--- src/rtl/tmds_channel_decoder.sv ---
// TMDS receive lane: finds 10b symbol alignment from control-token runs,
// then decodes each aligned symbol to a data byte or a 2-bit control code.
module tmds_channel_decoder #(
    parameter int unsigned SEARCH_CYCLES = 2048,
    parameter int unsigned LOCK_TOKENS   = 16,
    parameter int unsigned LOSS_CYCLES   = 4096
) (
    input  logic       i_pix_clk,
    input  logic       i_rst_n,
    input  logic [9:0] i_tmds_word,
    input  logic       i_realign,
    output logic [7:0] o_data,
    output logic [1:0] o_ctrl,
    output logic       o_de,
    output logic       o_locked,
    output logic [3:0] o_offset
);

    localparam int unsigned SCW = $clog2(SEARCH_CYCLES + 1);
    localparam int unsigned TCW = $clog2(LOCK_TOKENS + 1);
    localparam int unsigned LCW = $clog2(LOSS_CYCLES + 1);

    localparam logic [9:0] TOK_00 = 10'b1101010100;
    localparam logic [9:0] TOK_01 = 10'b0010101011;
    localparam logic [9:0] TOK_10 = 10'b0101010100;
    localparam logic [9:0] TOK_11 = 10'b1010101011;

    typedef enum logic [1:0] {
        ST_SEARCH = 2'd0,
        ST_VERIFY = 2'd1,
        ST_LOCKED = 2'd2
    } state_e;

    state_e           state_q,  state_d;
    logic [9:0]       prev_q;
    logic [9:0]       win_q,    win_d;
    logic             skip_q,   skip_d;
    logic [3:0]       offset_q, offset_d;
    logic [SCW-1:0]   search_q, search_d;
    logic [TCW-1:0]   tok_q,    tok_d;
    logic [LCW-1:0]   loss_q,   loss_d;
    logic             locked_q, locked_d;
    logic [7:0]       data_q,   data_d;
    logic [1:0]       ctrl_q,   ctrl_d;
    logic             de_q,     de_d;

    logic             is_tok_c;
    logic [1:0]       tok_bits_c;
    logic             tok_seen_c;
    logic [3:0]       next_off_c;
    logic [7:0]       q_c;
    logic [7:0]       dec_c;

    // Window at the current bit offset; older word sits in the low half.
    assign win_d = 10'({i_tmds_word, prev_q} >> offset_q);

    always_comb begin
        is_tok_c   = 1'b1;
        tok_bits_c = 2'b00;
        case (win_q)
            TOK_00:  tok_bits_c = 2'b00;
            TOK_01:  tok_bits_c = 2'b01;
            TOK_10:  tok_bits_c = 2'b10;
            TOK_11:  tok_bits_c = 2'b11;
            default: is_tok_c   = 1'b0;
        endcase
    end

    // Undo the DC-balance inversion, then the XOR/XNOR transition coding.
    always_comb begin
        q_c      = win_q[9] ? ~win_q[7:0] : win_q[7:0];
        dec_c    = '0;
        dec_c[0] = q_c[0];
        for (int i = 1; i < 8; i++) begin
            dec_c[i] = win_q[8] ? (q_c[i] ^ q_c[i-1]) : ~(q_c[i] ^ q_c[i-1]);
        end
    end

    // The window right after an offset change was formed at the old offset.
    assign tok_seen_c = is_tok_c && !skip_q;
    assign next_off_c = (offset_q == 4'd9) ? 4'd0 : offset_q + 4'd1;

    always_comb begin
        state_d  = state_q;
        offset_d = offset_q;
        search_d = search_q;
        tok_d    = tok_q;
        loss_d   = loss_q;
        locked_d = locked_q;

        case (state_q)
            ST_SEARCH: begin
                if (tok_seen_c) begin
                    state_d  = ST_VERIFY;
                    tok_d    = TCW'(1);
                    search_d = '0;
                end else if (search_q >= SCW'(SEARCH_CYCLES - 1)) begin
                    offset_d = next_off_c;
                    search_d = '0;
                end else begin
                    search_d = search_q + SCW'(1);
                end
            end
            ST_VERIFY: begin
                if (skip_q) begin
                    state_d = state_q;
                end else if (tok_seen_c) begin
                    if (tok_q >= TCW'(LOCK_TOKENS - 1)) begin
                        state_d  = ST_LOCKED;
                        locked_d = 1'b1;
                        tok_d    = TCW'(LOCK_TOKENS);
                        loss_d   = '0;
                    end else begin
                        tok_d = tok_q + TCW'(1);
                    end
                end else begin
                    state_d  = ST_SEARCH;
                    offset_d = next_off_c;
                    tok_d    = '0;
                    search_d = '0;
                end
            end
            ST_LOCKED: begin
                if (tok_seen_c) begin
                    tok_d = (tok_q >= TCW'(LOCK_TOKENS)) ? tok_q : tok_q + TCW'(1);
                end else begin
                    tok_d = '0;
                end
                if (tok_seen_c && (tok_q >= TCW'(LOCK_TOKENS - 1))) begin
                    loss_d = '0;
                end else if (loss_q >= LCW'(LOSS_CYCLES - 1)) begin
                    state_d  = ST_SEARCH;
                    locked_d = 1'b0;
                    loss_d   = '0;
                    tok_d    = '0;
                    search_d = '0;
                end else begin
                    loss_d = loss_q + LCW'(1);
                end
            end
            default: begin
                state_d  = ST_SEARCH;
                locked_d = 1'b0;
            end
        endcase

        if (i_realign) begin
            state_d  = ST_SEARCH;
            offset_d = next_off_c;
            locked_d = 1'b0;
            search_d = '0;
            tok_d    = '0;
            loss_d   = '0;
        end
    end

    assign skip_d = (offset_d != offset_q);

    always_comb begin
        data_d = data_q;
        ctrl_d = ctrl_q;
        de_d   = 1'b0;
        if (is_tok_c) begin
            ctrl_d = tok_bits_c;
        end else begin
            data_d = dec_c;
            de_d   = locked_d;
        end
    end

    always_ff @(posedge i_pix_clk or negedge i_rst_n) begin
        if (!i_rst_n) begin
            state_q  <= ST_SEARCH;
            prev_q   <= '0;
            win_q    <= '0;
            skip_q   <= 1'b0;
            offset_q <= '0;
            search_q <= '0;
            tok_q    <= '0;
            loss_q   <= '0;
            locked_q <= 1'b0;
            data_q   <= '0;
            ctrl_q   <= '0;
            de_q     <= 1'b0;
        end else begin
            state_q  <= state_d;
            prev_q   <= i_tmds_word;
            win_q    <= win_d;
            skip_q   <= skip_d;
            offset_q <= offset_d;
            search_q <= search_d;
            tok_q    <= tok_d;
            loss_q   <= loss_d;
            locked_q <= locked_d;
            data_q   <= data_d;
            ctrl_q   <= ctrl_d;
            de_q     <= de_d;
        end
    end

    assign o_data   = data_q;
    assign o_ctrl   = ctrl_q;
    assign o_de     = de_q;
    assign o_locked = locked_q;
    assign o_offset = offset_q;

endmodule
--- config.mk ---
export PLATFORM = sky130hd
export DESIGN_NAME = tmds_channel_decoder
export DESIGN_NICKNAME = d
export VERILOG_FILES = /design/src/rtl/tmds_channel_decoder.sv
export SDC_FILE = /design/constraint.sdc
export NUM_CORES = 1
export LEC_CHECK = 0
export BUFFER_PORTS_ARGS = -buffer_cell sky130_fd_sc_hd__buf_2
export CORE_MARGIN = 2
export CORE_UTILIZATION = 44
export CTS_BUF_LIST = sky130_fd_sc_hd__clkbuf_4 sky130_fd_sc_hd__clkbuf_8
export DETAILED_ROUTE_END_ITERATION = 8
export HOLD_SLACK_MARGIN = 0.12
export SYNTH_ARGS = -nofsm -noshare
export SYNTH_HDL_FRONTEND = slang
export SYNTH_SLANG_ARGS = --single-unit
--- constraint.sdc ---
create_clock -name i_pix_clk -period 5.85 [get_ports i_pix_clk]
set_clock_uncertainty 0.05 [all_clocks]
set_input_delay 0.2925 -clock i_pix_clk [delete_from_list [all_inputs] [get_ports i_pix_clk]]
set_output_delay 0.2925 -clock i_pix_clk [all_outputs]
set_load 0.03 [all_outputs]
==> impl_metrics.csv <==
group,metric,value,unit
outcome,outcome,"complete, no violations",
placement,routabilityCongestion,0.856,
floorplan,fp.dieW,103,um
clock_tree,clock_sinks,69,
detailed_routing,post_drt_wl_per_cell,15.3,um
detailed_routing,wl_met1,4780,um
synth,synth_cells,452,
floorplan,io_pins,29,
detailed_routing,drt_pass1_iterations,5,
synth,synth_cell_types,70,
pwr,leakage,2.08,nW
setup_path,cp-start-kind,"flip-flop",
grt,grt_overflow_total,0,
detailed_routing,vias,3480,
setup_path,r2r-start,"win_q[0]",
setup_path,endpoint_kind,"flip-flop",
setup_path,critical_path_arrival,3.14,ns
grt,grt_pass1_vias,3140,
floorplan,core_area,9640,um^2
synth,syn_area,4310,um^2
clock_tree,clk_latency,0.36,ns
placement,hpwl,6410,um
synth,async_flop_share,1.00,
synth,ys_seq_elements,69,
clock_tree,cts_buffer_depth,2,
final_layout,areaGrowthSynthToFinish,12.9,%
floorplan,rows,36,
grt,grt_pass1_wl,15700,um
final_layout,drive_gt1_frac,0.173,
synth,yosysWarnings,0,
detailed_routing,drt_wl_total,9430,um
setup_path,worst-setup-path-type,"flip-flop to flip-flop",
synth,synth-seq-area-share,0.401,
grt,track_usage,0.189,
sta,fin_crit,2.95,ns
final_layout,diodes,0,
clock_tree,cts_hold_buf,10,
sta,setup_viol,0,
detailed_routing,first_iter_violations,181,
sta,hold_viol,0,
sta,rsz0062_at_grt,"no",
clock_tree,root_buffer,"clkbuf_8",
sta,hold-worst-slack,0.0851,ns
pwr,vdd_drop_max,150,uV
detailed_routing,met2_length,4150,um
placement,portBuffers,28,
synth,syn_area_per_cell,9.53,um^2
clock_tree,cts_buffers,9,
synth,synth_nets,476,
setup_path,crit_required,6.04,ns
clock_tree,tritoncts,"yes",
floorplan,dieHeight,103,um
detailed_routing,routed_via_density,5.63,
detailed_routing,wl_met3,416,um
worst_hold_path,min_path_type,"input port to async pin",
floorplan,start_util,0.447,
sta,tightest_slew,1.06,ns
setup_path,cp-startpoint,"win_q[0]",
job,drv_cap,0,
floorplan,die_area,10600,um^2
clock_tree,clk_pin_slew,0.08,ns
sta,period_share,0.504,
detailed_routing,maxUsedRoutingLayer,"met4",
clock_tree,post-cts-setup-buffers,0,
placement,postPlaceCellArea,4520,um^2
sta,timing.fmax,0.339,GHz
detailed_routing,ant_nets,0,
sta,fin_tns_setup,0,ns
sta,max-slew-margin-rel,0.295,
final_layout,final_nets,504,
detailed_routing,drc,0,
clock_tree,post_cts_resized,0,
setup_path,crit_path_max_fanout,19,
synth,synth-edff-count,0,
pwr,cellPowerDensity,375,nW/um^2
final_layout,fin_area,4860,um^2
synth,synthFlopType,"dfrtp_1",
grt,antenna_found_initial,0,
grt,grt_max_degree,70,
clock_tree,htreeDepth,3,
sta,slew_viol_final,0,
==> area by class of cell <==
type,instances,area (um^2)
clock buffer,10,131
clock inverter,6,111
fill,952,4780
inverter,19,71.3
multi-input combinational,338,2380
sequential,69,1730
tap,133,166
timing repair buffer,43,278
==> path summary, 6_finish.rpt <==
kind	slack (ns)	depth (start not counted)	endpoint
setup / recovery	2.90	7	search_q[11]
hold / removal	0.09	2	o_data[5]
setup reg to reg	2.90	7	search_q[11]
hold reg to reg	0.43	2	o_data[3]
max in group asynchronous	5.08	2	state_q[0]
min in group i_pix_clk	0.35	2	state_q[0]
==> cells in the final DEF (no fill, tap or decap), types with 4 or more instances in the layout <==
cell type / synthesis / final
o21ai_0: 29 / 29
o21a_1: 4 / 4
inv_1: 18 / 18
a31oi_1: 13 / 13
nand3_1: 13 / 13
xnor2_1: 9 / 9
mux2_2: 7 / 7
nand2_1: 56 / 56
nand4_1: 8 / 8
nor2b_1: 4 / 4
ha_1: 11 / 11
buf_4: 2 / 5
buf_2: 6 / 28
a211oi_1: 6 / 6
dfrtp_1: 69 / 69
a41oi_1: 10 / 10
mux2i_1: 15 / 15
dlygate4sd3_1: 0 / 10
a21o_1: 6 / 6
clkbuf_8: 0 / 9
a21oi_1: 26 / 26
nor2_1: 27 / 27
a31o_2: 5 / 5
a22o_1: 4 / 4
nor3_1: 4 / 4
and3_1: 8 / 8
mux4_2: 10 / 10
nand2b_1: 6 / 6
==> state kept, by name, summed over array words and instances, names as in the netlist <==
name and flops:
loss_q 13, o_de 1, o_data 8, state_q 2, skip_q 1, search_q 12
win_q 10, tok_q 5, o_offset 4, o_ctrl 2, o_locked 1, prev_q 10
==> cell families after synthesis <==
family                   after synthesis  synth area share
AO/OA/AOI/OAI                        128             0.203
XOR/XNOR                              12            0.0244
adder cells (fa/ha/maj)               12            0.0343
buffers and inverters                 45            0.0471
flip-flops                            69             0.401
multiplexers                          32             0.105
AND/OR/NAND/NOR                      154             0.185
==> critical path: stages, from the launching register on <==
cell and delay (ns):
dfrtp_1 0.41, ha_1 0.20, and4bb_2 0.23, nand2_4 0.12, nand2_2 0.21, a21oi_1 0.76, a21o_1 0.48, mux2_2 0.38
==> where the power goes <==
group | switching, mW | internal, mW | total (mW)
clock network | 0.188 | 0.288 | 0.476
logic | 0.351 | 0.291 | 0.641
registers | 0.132 | 0.575 | 0.707
==> metrics by stage <==
stage               setup slack (ns)  utilization  power [mW]  cells
floorplan                       3.48            -        1.21    452
global placement                2.96        0.469        1.35    592
detailed placement              2.91        0.469        1.36    592
CTS                             2.90        0.504        1.84    618
global route                    2.68        0.504        1.95    618
finish                          2.90        0.504        1.82    618
==> layer usage <==
layer	vias to the layer above	GRT usage
li1	1728	-
met4	0	0.0607
met5	-	0
met1	1673	0.287
met3	5	0.0393
met2	74	0.268
==> cell usage after synthesis (all sizes together) (4+ instances only) <==
cell type	n	area share
nor2b	4	0.0058
nand4	9	0.017
mux2i	15	0.035
nor3	4	0.0046
and2	4	0.0058
ha	11	0.032
nand2b	6	0.0087
a21oi	27	0.032
nand3	13	0.015
and3	9	0.013
buf	12	0.017
a41oi	10	0.020
nand2	58	0.053
dfrtp	69	0.40
a31o	5	0.010
nor4	4	0.0073
xnor2	9	0.018
mux2	7	0.018
a211oi	6	0.010
a31oi	13	0.019
inv	18	0.016
a22o	4	0.0081
nor2	27	0.024
a21o	6	0.010
o21ai	29	0.034
mux4	10	0.052
clkbuf	14	0.013
o21a	4	0.0070
Power figures use the tool's default switching activity.
